==> config.mk <==
export PLATFORM = sky130hd
export DESIGN_NAME = crypto_block_sequencer
export DESIGN_NICKNAME = d
export VERILOG_FILES = /design/src/rtl/crypto_block_sequencer.sv
export SDC_FILE = /design/constraint.sdc
export NUM_CORES = 1
export LEC_CHECK = 0
export ABC_AREA = 1
export CELL_PAD_IN_SITES_DETAIL_PLACEMENT = 1
export CELL_PAD_IN_SITES_GLOBAL_PLACEMENT = 1
export CORE_ASPECT_RATIO = 1.25
export CORE_MARGIN = 2
export CORE_UTILIZATION = 42
export DETAILED_ROUTE_END_ITERATION = 6
export DONT_BUFFER_PORTS = 1
export PLACE_DENSITY = 0.76
export SYNTH_ARGS = -nofsm -noshare
export SYNTH_HDL_FRONTEND = slang
export SYNTH_SLANG_ARGS = --single-unit
export TNS_END_PERCENT = 10
==> constraint.sdc <==
create_clock -name clk -period 3.83 [get_ports clk]
set_input_delay 0.766 -clock clk [delete_from_list [all_inputs] [get_ports clk]]
set_output_delay 0.766 -clock clk [all_outputs]
set_load 0.05 [all_outputs]
==> src/rtl/crypto_block_sequencer.sv <==
// crypto_block_sequencer
// Adapter between a 32-bit valid/ready stream and a 128-bit block cipher
// engine. It packs up to four input words into one block, pulses the engine
// start, waits for the engine result, and streams the result back out as
// four 32-bit words. Only one block is in flight at a time.
//
// Optional feature macro: CRYPTO_SEQ_WDOG_EN
//   When defined, a WAIT-state watchdog aborts a block after TIMEOUT_CYCLES
//   and raises a sticky err_timeout. When undefined, err_timeout is tied to 0.
//
// Ports:
//   clk, rst                 clock, synchronous active-high reset
//   s_tdata/s_tvalid/s_tready/s_tlast   32-bit input stream
//   m_tdata/m_tvalid/m_tready/m_tlast   32-bit output stream
//   eng_start, eng_din       one-cycle start pulse and 128-bit block to engine
//   eng_done, eng_dout       engine result valid and 128-bit result
//   blk_cnt                  completed-block counter, wraps modulo 2^CNT_W
//   err_timeout              sticky watchdog error
module crypto_block_sequencer #(
    parameter int unsigned CNT_W          = 16,
    parameter int unsigned TIMEOUT_CYCLES = 1024
) (
    input  logic             clk,
    input  logic             rst,
    input  logic [31:0]      s_tdata,
    input  logic             s_tvalid,
    output logic             s_tready,
    input  logic             s_tlast,
    output logic [31:0]      m_tdata,
    output logic             m_tvalid,
    input  logic             m_tready,
    output logic             m_tlast,
    output logic             eng_start,
    output logic [127:0]     eng_din,
    input  logic             eng_done,
    input  logic [127:0]     eng_dout,
    output logic [CNT_W-1:0] blk_cnt,
    output logic             err_timeout
);

    typedef enum logic [1:0] {ST_PACK, ST_LAUNCH, ST_WAIT, ST_DRAIN} state_t;

    state_t             r_state;
    logic [1:0]         r_idx;       // word index, shared by PACK and DRAIN
    logic               r_last;      // current block ended the message
    logic               r_s_tready;
    logic               r_m_tvalid;
    logic               r_m_tlast;
    logic [31:0]        r_m_tdata;
    logic               r_eng_start;
    logic [127:0]       r_blk;
    logic [95:0]        r_res;       // words 1..3 of the result; word 0 goes straight to m_tdata
    logic [CNT_W-1:0]   r_blk_cnt;

    logic               w_s_fire;
    logic               w_m_fire;
    logic [1:0]         w_idx_nxt;
    logic [127:0]       w_blk_ins;
    logic [31:0]        w_res_word;

    assign w_s_fire  = s_tvalid & r_s_tready;
    assign w_m_fire  = r_m_tvalid & m_tready;
    assign w_idx_nxt = r_idx + 2'd1;

    // Word k lands at bits [127-32k -: 32]; unreceived words stay zero.
    assign w_blk_ins = r_blk | ({s_tdata, 96'd0} >> {r_idx, 5'd0});

    // Next result word to present in DRAIN.
    always_comb begin
        case (w_idx_nxt)
            2'd1:    w_res_word = r_res[95:64];
            2'd2:    w_res_word = r_res[63:32];
            default: w_res_word = r_res[31:0];
        endcase
    end

`ifdef CRYPTO_SEQ_WDOG_EN
    localparam int unsigned WD_W = $clog2(TIMEOUT_CYCLES + 1);

    logic [WD_W-1:0] r_wd_cnt;
    logic            r_err_timeout;
    logic            w_wd_expire;

    // r_wd_cnt holds (WAIT cycles elapsed - 1), so this fires on the last allowed cycle.
    assign w_wd_expire = (r_wd_cnt == WD_W'(TIMEOUT_CYCLES - 1));
    assign err_timeout = r_err_timeout;
`else
    logic w_unused_timeout;
    assign w_unused_timeout = (TIMEOUT_CYCLES != 0);
    assign err_timeout      = 1'b0;
`endif

    // Sequencer state machine with registered outputs.
    always_ff @(posedge clk) begin
        if (rst) begin
            r_state       <= ST_PACK;
            r_idx         <= 2'd0;
            r_last        <= 1'b0;
            r_s_tready    <= 1'b0;
            r_m_tvalid    <= 1'b0;
            r_m_tlast     <= 1'b0;
            r_m_tdata     <= 32'd0;
            r_eng_start   <= 1'b0;
            r_blk         <= 128'd0;
            r_res         <= 96'd0;
            r_blk_cnt     <= '0;
`ifdef CRYPTO_SEQ_WDOG_EN
            r_wd_cnt      <= '0;
            r_err_timeout <= 1'b0;
`endif
        end else begin
            r_eng_start <= 1'b0;
            case (r_state)
                ST_PACK: begin
                    r_s_tready <= 1'b1;
                    if (w_s_fire) begin
                        r_blk <= w_blk_ins;
                        if (r_idx == 2'd3 || s_tlast) begin
                            r_idx       <= 2'd0;
                            r_last      <= s_tlast;
                            r_s_tready  <= 1'b0;
                            r_eng_start <= 1'b1;
                            r_state     <= ST_LAUNCH;
                        end else begin
                            r_idx <= w_idx_nxt;
                        end
                    end
                end
                ST_LAUNCH: begin
`ifdef CRYPTO_SEQ_WDOG_EN
                    r_wd_cnt <= '0;
`endif
                    r_state <= ST_WAIT;
                end
                ST_WAIT: begin
                    // A done arriving on the timeout cycle still wins.
                    if (eng_done) begin
                        r_res      <= eng_dout[95:0];
                        r_m_tdata  <= eng_dout[127:96];
                        r_m_tvalid <= 1'b1;
                        r_m_tlast  <= 1'b0;
                        r_blk_cnt  <= r_blk_cnt + 1'b1;
                        r_idx      <= 2'd0;
                        r_state    <= ST_DRAIN;
                    end
`ifdef CRYPTO_SEQ_WDOG_EN
                    else if (w_wd_expire) begin
                        r_err_timeout <= 1'b1;
                        r_last        <= 1'b0;
                        r_blk         <= 128'd0;
                        r_s_tready    <= 1'b1;
                        r_state       <= ST_PACK;
                    end else begin
                        r_wd_cnt <= r_wd_cnt + 1'b1;
                    end
`endif
                end
                ST_DRAIN: begin
                    if (w_m_fire) begin
                        if (r_idx == 2'd3) begin
                            r_m_tvalid <= 1'b0;
                            r_m_tlast  <= 1'b0;
                            r_last     <= 1'b0;
                            r_blk      <= 128'd0;
                            r_idx      <= 2'd0;
                            r_s_tready <= 1'b1;
                            r_state    <= ST_PACK;
                        end else begin
                            r_idx     <= w_idx_nxt;
                            r_m_tdata <= w_res_word;
                            r_m_tlast <= r_last & (w_idx_nxt == 2'd3);
                        end
                    end
                end
                default: r_state <= ST_PACK;
            endcase
        end
    end

    assign s_tready  = r_s_tready;
    assign m_tdata   = r_m_tdata;
    assign m_tvalid  = r_m_tvalid;
    assign m_tlast   = r_m_tlast;
    assign eng_start = r_eng_start;
    assign eng_din   = r_blk;
    assign blk_cnt   = r_blk_cnt;

endmodule

# --- Word level (Yosys, flattened, before mapping) ---
# Cells that the tools add are included.
classes:
  mux: 38
  shift: 1
  n_eq_ne: 13
  n_bitwise: 6
  order_cmp: 0
  div_mod_pow: 0
  addsub: 2
  mul: 0
  n_reduce_logical: 15
op_table:
  columns: ["operator", "n"]
  rows:
  - ["two-way mux 128 bit", 3]
  - ["case mux 128 bit (2 select lines)", 1]
  - ["bitwise OR 128 bit", 1]
  - ["case mux 32 bit (2 select lines)", 2]
  - ["right shift 128 x 7 -> 128 bit", 1]
  - ["two-way mux 32 bit", 3]
  - ["two-way mux 2 bit", 10]
  - ["adder 16 x 1 -> 16 bit, second input constant", 1]
  - ["AND reduction 4 bit", 4]
  - ["two-way mux 1 bit", 13]
  - ["!= test 2 bit, second input constant", 6]
  - ["equality test 2 bit, second input constant", 5]
  - ["AND reduction 5 bit", 2]
  - ["case mux 1 bit (2 select lines)", 4]
  - ["case mux 2 bit (4 select lines)", 1]
  - ["case mux 2 bit (3 select lines)", 1]
  - ["AND reduction 3 bit", 2]
  - ["equality test 2 x 1 -> 1 bit, second input constant", 2]
  - ["nonzero test 2 bit", 2]
  - ["AND 1 bit", 3]
  - ["nonzero test 3 bit", 1]
  - ["OR reduction 3 bit", 1]
  - ["adder 2 x 1 -> 2 bit, second input constant", 1]
  - ["logical NOT 2 bit", 1]
  - ["other kinds (3)", 4]
totals:
  ram_bits: 0
  in_bits: 166
  latch_bits: 0
  wordCells: 86
  mem_bits_ro: 0
  memories: 0
  register_bits: 281

# --- Longest topological paths before layout ---
# Gate-level depths: netlist of the first run.
depth:
  depth_word: 6
  mapped_depth: 13
  depth_no_buf: 9

# --- Worst setup path after synthesis of the first run ---
# No wires, ideal clock.
synth_timing:
  path_kind: "register to register"
  start: "reg r_idx[0]"
  end: "reg r_m_tdata[20] (netlist: m_tdata[20])"
  setup_time_ns: 0.064
  path_slack_ns: 1.866
  path_stages_with_launch: 14
  path_buffers: 4
  arrival_ns: 1.900
  cell_sequence: "dfxtp_1 -> buf_2 -> clkinv_1 -> buf_2 -> ha_1 -> clkbuf_1 -> nor2_1 -> buf_2 -> nand2_1 -> nand3_1 -> nand2_1 -> nand2_1 -> nor2_1 -> nor2_1"
synth_between:
  elab_chain_cells: 6
  word_cells_on_any_way: 10
  classes_between: "add/sub (1); eq/ne (4); mux (4); reduce/logical (1)"
synth_lines:
  columns: ["item", "line", "rtl"]
  rows:
  - ["from (decl)", "44", "logic [1:0] r_idx;"]
  - ["from (signal assigned)", "125", "r_idx <= w_idx_nxt;"]
  - ["from (signal assigned)", "169", "r_idx <= w_idx_nxt;"]
  - ["adder 2 x 1 -> 2 bit", "63", "assign w_idx_nxt = r_idx + 2'd1;"]
  - ["equality test 2 bit / equality test 2 x 1 -> 1 bit (equally long branches)", "70", "case (w_idx_nxt)"]
  - ["case mux 32 bit (2 select lines)", "70", null]
  - ["two-way mux 32 bit", "160", "if (r_idx == 2'd3) begin"]
  - ["two-way mux 32 bit", "159", "if (w_m_fire) begin"]
  - ["case mux 32 bit (2 select lines)", "113", "case (r_state)"]
  - ["to (signal assigned)", "139", "r_m_tdata <= eng_dout[127:96];"]
  - ["to (signal assigned)", "170", "r_m_tdata <= w_res_word;"]
  - ["to (decl)", "49", "logic [31:0] r_m_tdata;"]
# Several ways; a longest one is shown, not always the timed one. The select of a mux whose other input is x is not followed.
# A chain may end at the register's enable or synchronous reset.

# --- Worst setup path in the final report of the first run ---
layout_timing:
  start: "reg r_idx[0]"
  end: "reg r_m_tdata[8] (netlist: m_tdata[8])"
# The elaborated chain is that of the path after synthesis.

==> summary.txt, run 1 <==
Hold path
  – Hold Path Class: in -> reg

Routing
  – Vias: 10.1k
  – DRC marker count from the first detailed-route iteration: 362
  – Drt via density: 5.24
  – Post-DR wirelength/cell: 17.7 um
  – ANT nets after route: 0
  – Drt pass-1 iters: 4
  – # DRC: 0
  – Final WL: around 34000 um

Global routing
  – Most Used Layer, Global Route: met2
  – GRT Util Overall: 23.4%
  – Met3 Use GR: 9.39%
  – Global-route wire length before repair: 53700 um
  – Met1 Usage GRT: roughly a quarter
  – GRT Residual Overflow: 0
  – GR Layer Usage met2: 41.5%
  – Largest net degree at the start of global routing: 142
  – Number of global-route vias before repair: 10.2k
  – Initial antenna violation count: 9

STA
  – Crit share post-route: between 60% and 70%
  – Post-route setup TNS: 0 ns
  – Final hold slack: 0.284 ns
  – Final WS setup: 1.17 ns
  – Fin. Hold Viols: 0
  – Fmax: ~380 MHz
  – RSZ-0062 raised after global routing: false
  – Final Skew: 0.0156 ns
  – Slew Viols, Final: 0
  – Setup violators final: 0
  – Fin crit period: 2.66 ns
  – Slew HR: 22.7%
  – Worst Tran Pin Value: 1.16 ns

Synthesis
  – Post-synthesis xor/xnor area fraction: less than 1%
  – Yosys warns: 0
  – Number of synthesized flops with an enable pin: 0
  – Async SR Flop Fraction: 0%
  – Main combinational cell family by area after synthesis: simple AND/OR/NAND/NOR gates
  – Sequential-to-total area share from yosys stat: 49.8%
  – Simple-gate share of the synthesized area: a little under a third
  – Post-synthesis cell count: 1626
  – Seq cells post-synth: between 200 and 300
  – Area share of fa/ha/maj cells after synthesis: 1.22%
  – Most used flip-flop cell after synthesis: dfxtp_1
  – Compound-gate portion of the synthesized area: 12.8%
  – Mean post-synth cell area: 6.95 um^2
  – Leading area contributor after synthesis: dfxtp_1
  – Synth Cell Area: 11300 um^2
  – Synth top area cells: dfxtp_1 (50%), nor2_1 (18%), nand2_1 (10%)
  – Mux cell area share after synthesis: 0%
  – Count leader, synth: nor2_1
  – Mapped Nets: 1803
  – Synth top cells by count: nor2_1 (553), nand2_1 (305), dfxtp_1 (281)
  – Post-synth top area share: 49.8%
  – Synth unique cells: 26

Floorplanning
  – Core Area: 26700 um^2
  – Rows: 67
  – Die height: 187 um
  – Initial Utilization: 42.4%
  – Die Area: 28300 um^2
  – Die width: approximately 150 um
  – I/O pin total: 347

Clock tree
  – CTS Sinks: ~280
  – Inserted Clock Buffers: 29
  – Bufs on Longest Clock Path: 3
  – Hold_buf cts: 0
  – Post-CTS setup buffer count: 0
  – CTS H-Tree Depth: 1
  – Clk pin slew, worst setup/hold paths: 0.06 ns
  – CTS tree: done
  – Resized cells post-CTS: 0
  – Root Driver: clkbuf_16
  – Worst-skew pair later-pin latency: about 0.54 ns

Critical path
  – Slowest library cell on the worst path: inv_1
  – Startpoint Class: flip-flop
  – CP arrival: 3.13 ns
  – Cell chain of the critical path: buf_4, ha_1, inv_1, o21ai_1, nor2_2, buf_4, inv_1, nor2_1, nor2_1
  – Slowest stage delay, CP: about 0.86 ns
  – Critical path required time: 4.30 ns
  – Type of destination of the critical path: flip-flop
  – Critical Setup Path Class: reg -> reg
  – Critical path fanouts, max: 35

Cells and area
  – Final-layout fill cell count: 3442
  – Reg area: 5630 um^2
  – Fin area: between 10000 and 15000 um^2
  – Layout cells sized above 1: around 4.7%
  – Core Util, Final: 46.4%
  – Area Growth Syn to Fin: 9.41%
  – Post-route insts no fill: 1936
  – Final net count: 1739
  – Multi-input gate area: 5120 um^2

Placed design
  – PortBufs: 0
  – Area post-placement: 11400 um^2
  – Final GP Congestion: 0.824
  – DP HPWL: 23100 um
  – Setup Slack @ Placement: 1.13 ns
  – Placed cell count: 1876

Power and ir drop
  – Pwr/cell area: between 800 and 900 nW/um^2
  – P_leak: approximately 5.0 nW
  – VDD IR max: about 0.44 mV
  – Final Power: between 10 and 15 mW

Job
  – Max_cap viols: 0

Run status
  – Status: finished clean
==> registers in the layout, summed over array words and instances, names as in the netlist, 2 cells and up <==
register and count:
r_res 96, eng_din 128, m_tdata 32, r_idx 2, r_state 2, blk_cnt 16
==> layout by cell type, fill, tap and decap left out, types with 6 or more instances in the layout <==
master	n
nand2_1	303
clkinv_2	9
ha_1	9
diode_2	8
clkbuf_16	29
clkbuf_1	7
nand3_1	38
o21ai_0	140
nor2_1	551
a21oi_1	141
dfxtp_1	280
inv_1	18
nor3_1	6
buf_4	14
==> worst paths after layout <==
path	from	endpoint	slack, ns	depth (start not counted)
hold reg to reg	r_last	r_last	0.46	2
hold / removal	rst	blk_cnt[0]	0.28	1
setup reg to reg	r_idx[0]	m_tdata[8]	1.17	9
setup / recovery	r_idx[0]	m_tdata[8]	1.17	9
==> final cells by class <==
| type | count | area share, % |
|---|---|---|
| sequential | 281 | 45.5 |
| tap | 345 | 3.49 |
| clock inverter | 11 | 0.900 |
| multi-input combinational | 1211 | 41.4 |
| inverter | 23 | 0.718 |
| timing repair buffer | 16 | 1.17 |
| clock buffer | 41 | 6.64 |
| antenna | 8 | 0.162 |
==> critical path, delay by kind of cell, from the launching register on <==
kind	cells	cell delay, ns
buffers and inverters	4	1.55
DFF	1	0.35
adders and majority gates	1	0.22
and+or+nand+nor	3	0.30
AOI/OAI and AO/OA	1	0.15
==> metal layers <==
layer  part of all wire, %  up-vias
li1                      -     5044
met1                    38     4737
met4                   2.7        8
met2                    49      287
met5                  0.15        -
met3                    11       64
==> cell families after synthesis <==
family,after synthesis
flops,281
buf+inv,134
simple gates,910
fa+ha+maj,11
other cells,1
xor+xnor,2
compound gates,287
==> where the power goes <==
part           internal [mW]  switching (mW)
Clock                   1.62            1.15
Combinational          0.643            1.60
Sequential              3.53            1.77
No activity file was read; power rests on OpenSTA's default activity.
==> run 2, diff against run 1 <==
clock period = 2.7 ns   (was 3.83 ns; I/O delays follow)
==> run 2 against run 1 <==
  * Sequential power up 40%
  * Die area unchanged
  * Critical path depth up 1
  * Largest cell class unchanged
  * Highest routed layer unchanged
==> summary.txt, run 2 (synthesis gave the netlist of run 1 again) <==
Power and ir drop
  – VDD IR max: roughly 0.63 mV
  – Pwr/cell area: 1200 nW/um^2
  – P_leak: a little over 5 nW

STA
  – Fin. Hold Viols: 0
  – Fin crit period: 2.25 ns
  – Post-route setup TNS: 0 ns
  – Final WS setup: 0.450 ns
  – RSZ-0062 raised after global routing: false
  – Crit share post-route: 83.3%
  – Final hold slack: 0.0627 ns
  – Worst Tran Pin Value: 0.850 ns
  – Slew Viols, Final: 0
  – Fmax: between 400 and 500 MHz
  – Slew HR: between 40% and 50%
  – Setup violators final: 0
  – Final Skew: 0.0139 ns

Routing
  – Met1 wire length: 13600 um
  – Drt via density: 5.28
  – DRC marker count from the first detailed-route iteration: 340
  – ANT nets after route: 0
  – Drt pass-1 iters: 4
  – # DRC: 0
  – Vias: 10.3k
  – Max layer used: met5
  – DR WL met3: 3140 um
  – Final WL: 35000 um
  – Post-DR wirelength/cell: 18.0 um
  – DR WL met2: 17300 um

Clock tree
  – Clk pin slew, worst setup/hold paths: approximately 0.060 ns
  – Worst-skew pair later-pin latency: 0.55 ns
  – Hold_buf cts: 0
  – CTS H-Tree Depth: 1
  – Resized cells post-CTS: 0
  – CTS tree: done
  – Bufs on Longest Clock Path: 3
  – CTS Sinks: 281
  – Post-CTS setup buffer count: 0
  – Inserted Clock Buffers: 30
  – Root Driver: clkbuf_16

Placed design
  – PortBufs: 0
  – Setup Slack @ Placement: 0.460 ns
  – Final GP Congestion: 0.842
  – DP HPWL: 23300 um

Critical path
  – Cell chain of the critical path: inv_1, ha_1, nor2_1, inv_1, o21ai_1, nor2_2, inv_1, buf_4, nor2_1, nor2_1
  – Critical path required time: 3.18 ns
  – Worst R2R Setup Slack: 0.45 ns
  – CP arrival: 2.73 ns
  – Slowest stage delay, CP: 0.39 ns
  – WP buf/inv: 4
  – Startpoint Class: flip-flop
  – CP Depth: 10
  – RR Endpoint: m_tdata[3]
  – Worst reg2reg path depth: 10
  – Type of destination of the critical path: flip-flop
  – Slowest library cell on the worst path: dfxtp_1
  – Critical path fanouts, max: 22
  – Worst r2r src: r_state[0]
  – Critical Setup Path Class: reg -> reg
  – CP top delay family: buffers and inverters

Cells and area
  – Area Growth Syn to Fin: 11.4%
  – Reg area: around 5600 um^2
  – Commonest non-fill, non-tap cell in the layout: nor2_1
  – Layout cells sized above 1: 5.27%
  – Commonest non-fill, non-tap cells in the layout: nor2_1 (551), nand2_1 (303), dfxtp_1 (280), a21oi_1 (141), o21ai_0 (140)
  – Max reg flops: 128
  – Multi-input gate area: 5120 um^2
  – Final-layout fill cell count: about 3.4k
  – Final net count: 1751

Hold path
  – Hold Crit Start: rst
  – Hold Path Class: in -> reg
  – Worst Hold Endpoint: r_idx[0]
  – Hold path depth: 1

Floorplanning
  – Die width: 151 um
  – Core Area: 26700 um^2
  – Die Area: ~28000 um^2
  – I/O pin total: 347
  – Rows: 67
  – Initial Utilization: 42.4%
  – Die height: 187 um

Global routing
  – Largest net degree at the start of global routing: 131
  – Number of global-route vias before repair: 10.5k
  – Global-route wire length before repair: 54700 um
  – Initial antenna violation count: 8
  – GRT Util Overall: 23.9%
  – GRT Residual Overflow: 0

Run status
  – Status: finished clean

Job
  – Max_cap viols: 0
run 2: worst max-delay path by stage:
stage	startpoint	end	slack, ns
final	r_state[0]	m_tdata[3]	0.45
after global routing	r_state[0]	m_tdata[0]	0.22
after CTS	r_state[0]	m_tdata[3]	0.43
after detailed placement	r_state[0]	m_tdata[14]	0.46
after global placement	r_idx[1]	eng_din[90]	0.56
after floorplan	r_idx[0]	m_tdata[20]	0.74
run 2: through the flow:
step                total power, mW  instances  cell area, um^2  utilization, %
floorplan                      9.88       1626            11300               -
global placement               10.8       1887            11500            43.3
detailed placement             10.9       1887            11500            43.3
CTS                            15.3       1939            12600            47.2
global route                   15.9       1945            12600            47.3
finish                         15.1       1945            12600            47.3
run 2: layout make-up:
class	count	share of cell area, %
clock inverters	6	1.03
inverters	23	0.705
well taps	345	3.43
flip-flops and latches	281	44.7
clock buffers	46	7.16
multi-input cells	1211	40.7
diodes	6	0.119
repair buffers	27	2.20
run 2: worst register-to-register path, delay by kind of cell, from the launching register on:
kind | cells | cell delay (ns)
buffers and inverters | 4 | 0.96
and+or+nand+nor | 4 | 0.48
DFF | 1 | 0.39
adders and majority gates | 1 | 0.26
AOI/OAI and AO/OA | 1 | 0.11
run 2: where the power goes:
part | switching, mW | internal, mW
clock network | 1.65 | 2.65
logic | 2.40 | 0.971
registers | 2.43 | 5.00
total | 6.47 | 8.63
run 2: layer usage:
layer / track usage (%) / up-vias
li1: - / 5056
met1: 26.6 / 4868
met2: 42.3 / 280
met3: 7.83 / 65
met4: 7.91 / 4
met5: 0 / -
==> run 3, diff against run 2 <==
CORE_UTILIZATION = 39   (was 42)
PLACE_DENSITY = 0.74   (was 0.76)
clock period = 1.95 ns   (was 2.7 ns; I/O delays follow)
==> run 3 against run 2 <==
  * Clock power grew 34%
  * Final cell count grew 5.0%
  * Design area grew 7.1%
  * Wire length grew 4.0%
  * Register-to-register slack lost 0.35 ns
  * Sequential power grew 39%
  * Critical path depth shrank 1
  * Clock-buffer cell count grew 1
  * Clock skew grew 0.0013 ns
  * Sequential share of layout area shrank 2.9 points
  * Critical path type unchanged
  * First-iteration DRC count grew 9.7%
==> summary.txt, run 3 (synthesis gave the netlist of run 1 again) <==
Power and ir drop
  – Final Power: about 21 mW
  – Combinational share of power: about 25%
  – Reg power frac: 48.4%
  – Pint: ~12 mW
  – P_leak: 5.52 nW
  – Clock network fraction of total power: about 27%
  – Pwr/cell area: roughly 1600 nW/um^2
  – Psw: about 9 mW
  – Net Sw Frac: 43.2%
  – VDD IR max: roughly 0.77 mV

Hold path
  – Worst Hold Endpoint: r_res[82]
  – Hold Path Class: in -> reg
  – Hold Crit Start: eng_dout[82]
  – Hold path depth: 2

Critical path
  – Critical Setup Path Class: reg -> reg
  – Type of destination of the critical path: flip-flop
  – Startpoint Class: flip-flop
  – Worst R2R Setup Slack: 0.1 ns
  – Worst reg2reg path depth: 9
  – RR Endpoint: m_tdata[15]
  – Critical path fanouts, max: 8
  – Critical path required time: 2.40 ns
  – Worst r2r src: r_state[0]
  – CP arrival: approximately 2.3 ns

Floorplanning
  – Die width: 156 um
  – I/O pin total: 347
  – Die height: 194 um
  – Die Area: 30400 um^2
  – Initial Utilization: 39.7%
  – Core Area: 28500 um^2
  – Rows: 69

Clock tree
  – CTS tree: done
  – Root Driver: clkbuf_16
  – Worst-skew pair later-pin latency: 0.56 ns
  – Clk pin slew, worst setup/hold paths: 0.06 ns
  – Inserted Clock Buffers: 30
  – Post-CTS setup buffer count: 0
  – CTS H-Tree Depth: 1
  – CTS Sinks: 281
  – Bufs on Longest Clock Path: 3

Global routing
  – GRT Util Overall: a little under a quarter
  – Largest net degree at the start of global routing: 98
  – Global-route wire length before repair: around 57000 um
  – Initial antenna violation count: 2
  – Number of global-route vias before repair: 10.9k
  – GRT Residual Overflow: 0

Cells and area
  – Core Util, Final: 47.3%
  – Multi-input gate area: slightly above 5000 um^2
  – Area Growth Syn to Fin: 19.3%
  – Max reg flops: 128
  – Fin area: 13500 um^2
  – Commonest non-fill, non-tap cells in the layout: nor2_1 (550), nand2_1 (303), dfxtp_1 (277), a21oi_1 (141), o21ai_0 (140)
  – Layout cells sized above 1: around 7%
  – Commonest non-fill, non-tap cell in the layout: nor2_1
  – Final-layout fill cell count: 3612
  – Antenna diode count: 0
  – Final net count: 1841
  – Reg area: 5630 um^2

STA
  – Slew HR: 59.2%
  – Post-route setup TNS: 0 ns
  – Fin. Hold Viols: 0
  – Worst Tran Pin Value: 0.611 ns
  – Final Skew: 0.0152 ns
  – Crit share post-route: a little over nine tenths
  – Fmax: 540 MHz
  – Final WS setup: 0.0988 ns
  – Fin crit period: 1.85 ns
  – Setup violators final: 0
  – RSZ-0062 raised after global routing: true
  – Slew Viols, Final: 0

Placed design
  – DP HPWL: 24300 um
  – Final GP Congestion: 0.845
  – PortBufs: 0
  – Setup Slack @ Placement: 0.119 ns
  – Area post-placement: 11900 um^2

Routing
  – # DRC: 0
  – Drt pass-1 iters: 4
  – Drt via density: 5.18
  – DRC marker count from the first detailed-route iteration: 373
  – Post-DR wirelength/cell: 17.8 um
  – Vias: 10.6k
  – Final WL: 36400 um
  – ANT nets after route: 0

Run status
  – Status: finished clean

Job
  – Max_cap viols: 0
==> run 3: cell count changes in the layout (fill, tap and decap cells not counted), sizes merged <==
cell / change
dlygate4sd3: +60
clkinv: +4
clkbuf: +1
buf: +30
diode: -6
bufinv: -3
inv: +1
==> run 3: power groups by stage <==
stage          clock network [mW]  registers [mW]  logic, mW
6_report                     5.75            10.3       5.18
3_5_place_dp                    0            10.4       5.05
2_1_floorplan                   0            10.2       3.52
3_3_place_gp                    0            10.3       4.95
5_1_grt                      6.14            10.4       5.81
4_1_cts                      5.87            10.3       5.19
==> run 3: how the worst max path moves through the flow <==
| stage | start | end | slack (ns) | depth (start not counted) |
|---|---|---|---|---|
| 5_1_grt | r_state[0] | m_tdata[18] | -0.03 | 9 |
| 3_5_place_dp | r_state[0] | m_tdata[18] | 0.12 | 9 |
| 4_1_cts | r_state[0] | m_tdata[1] | 0.08 | 10 |
| 6_report | r_state[0] | m_tdata[15] | 0.1 | 9 |
| 2_1_floorplan | r_idx[0] | m_tdata[20] | 0.03 | 13 |
| 3_3_place_gp | r_state[1] | eng_din[66] | 0.20 | 8 |
==> run 3: area by class of cell <==
class	count	area share, %
sequential	281	41.7
multi-input combinational	1211	38.1
timing repair buffer	117	8.77
clock buffer	47	6.86
tap	355	3.29
inverter	23	0.659
clock inverter	8	0.529
==> run 3: through the flow <==
step | hold WS (ns) | cells
5_1_grt | 0.00893 | 2042
3_5_place_dp | 0.456 | 1927
6_report | 0.0150 | 2042
2_1_floorplan | 0.439 | 1626
4_1_cts | 0.000123 | 2042
3_3_place_gp | 0.441 | 1927
==> run 3: routing by layer <==
metal	wire [um]	global-route usage [%]	share of wire [%]
met5	27	0	0.074
met4	995	7.34	2.7
met3	3100	7.38	8.5
met2	17800	42.1	49
met1	14500	25.0	40
==> run 3: what timing repair did <==
action,CTS,global route
endpoints found under the hold margin,71,0
endpoints found under the setup margin,0,101
hold buffers,60,0
gates resized for setup,0,8
==> run 3: critical path, stage by stage (launching register included) <==
cell and delay, ns:
dfxtp_2 0.38, inv_1 0.09, ha_1 0.29, nor2_2 0.20, inv_1 0.10, o21ai_1 0.15, nor2_4 0.07, buf_4 0.18
o21ai_0 0.20, nor2_1 0.08
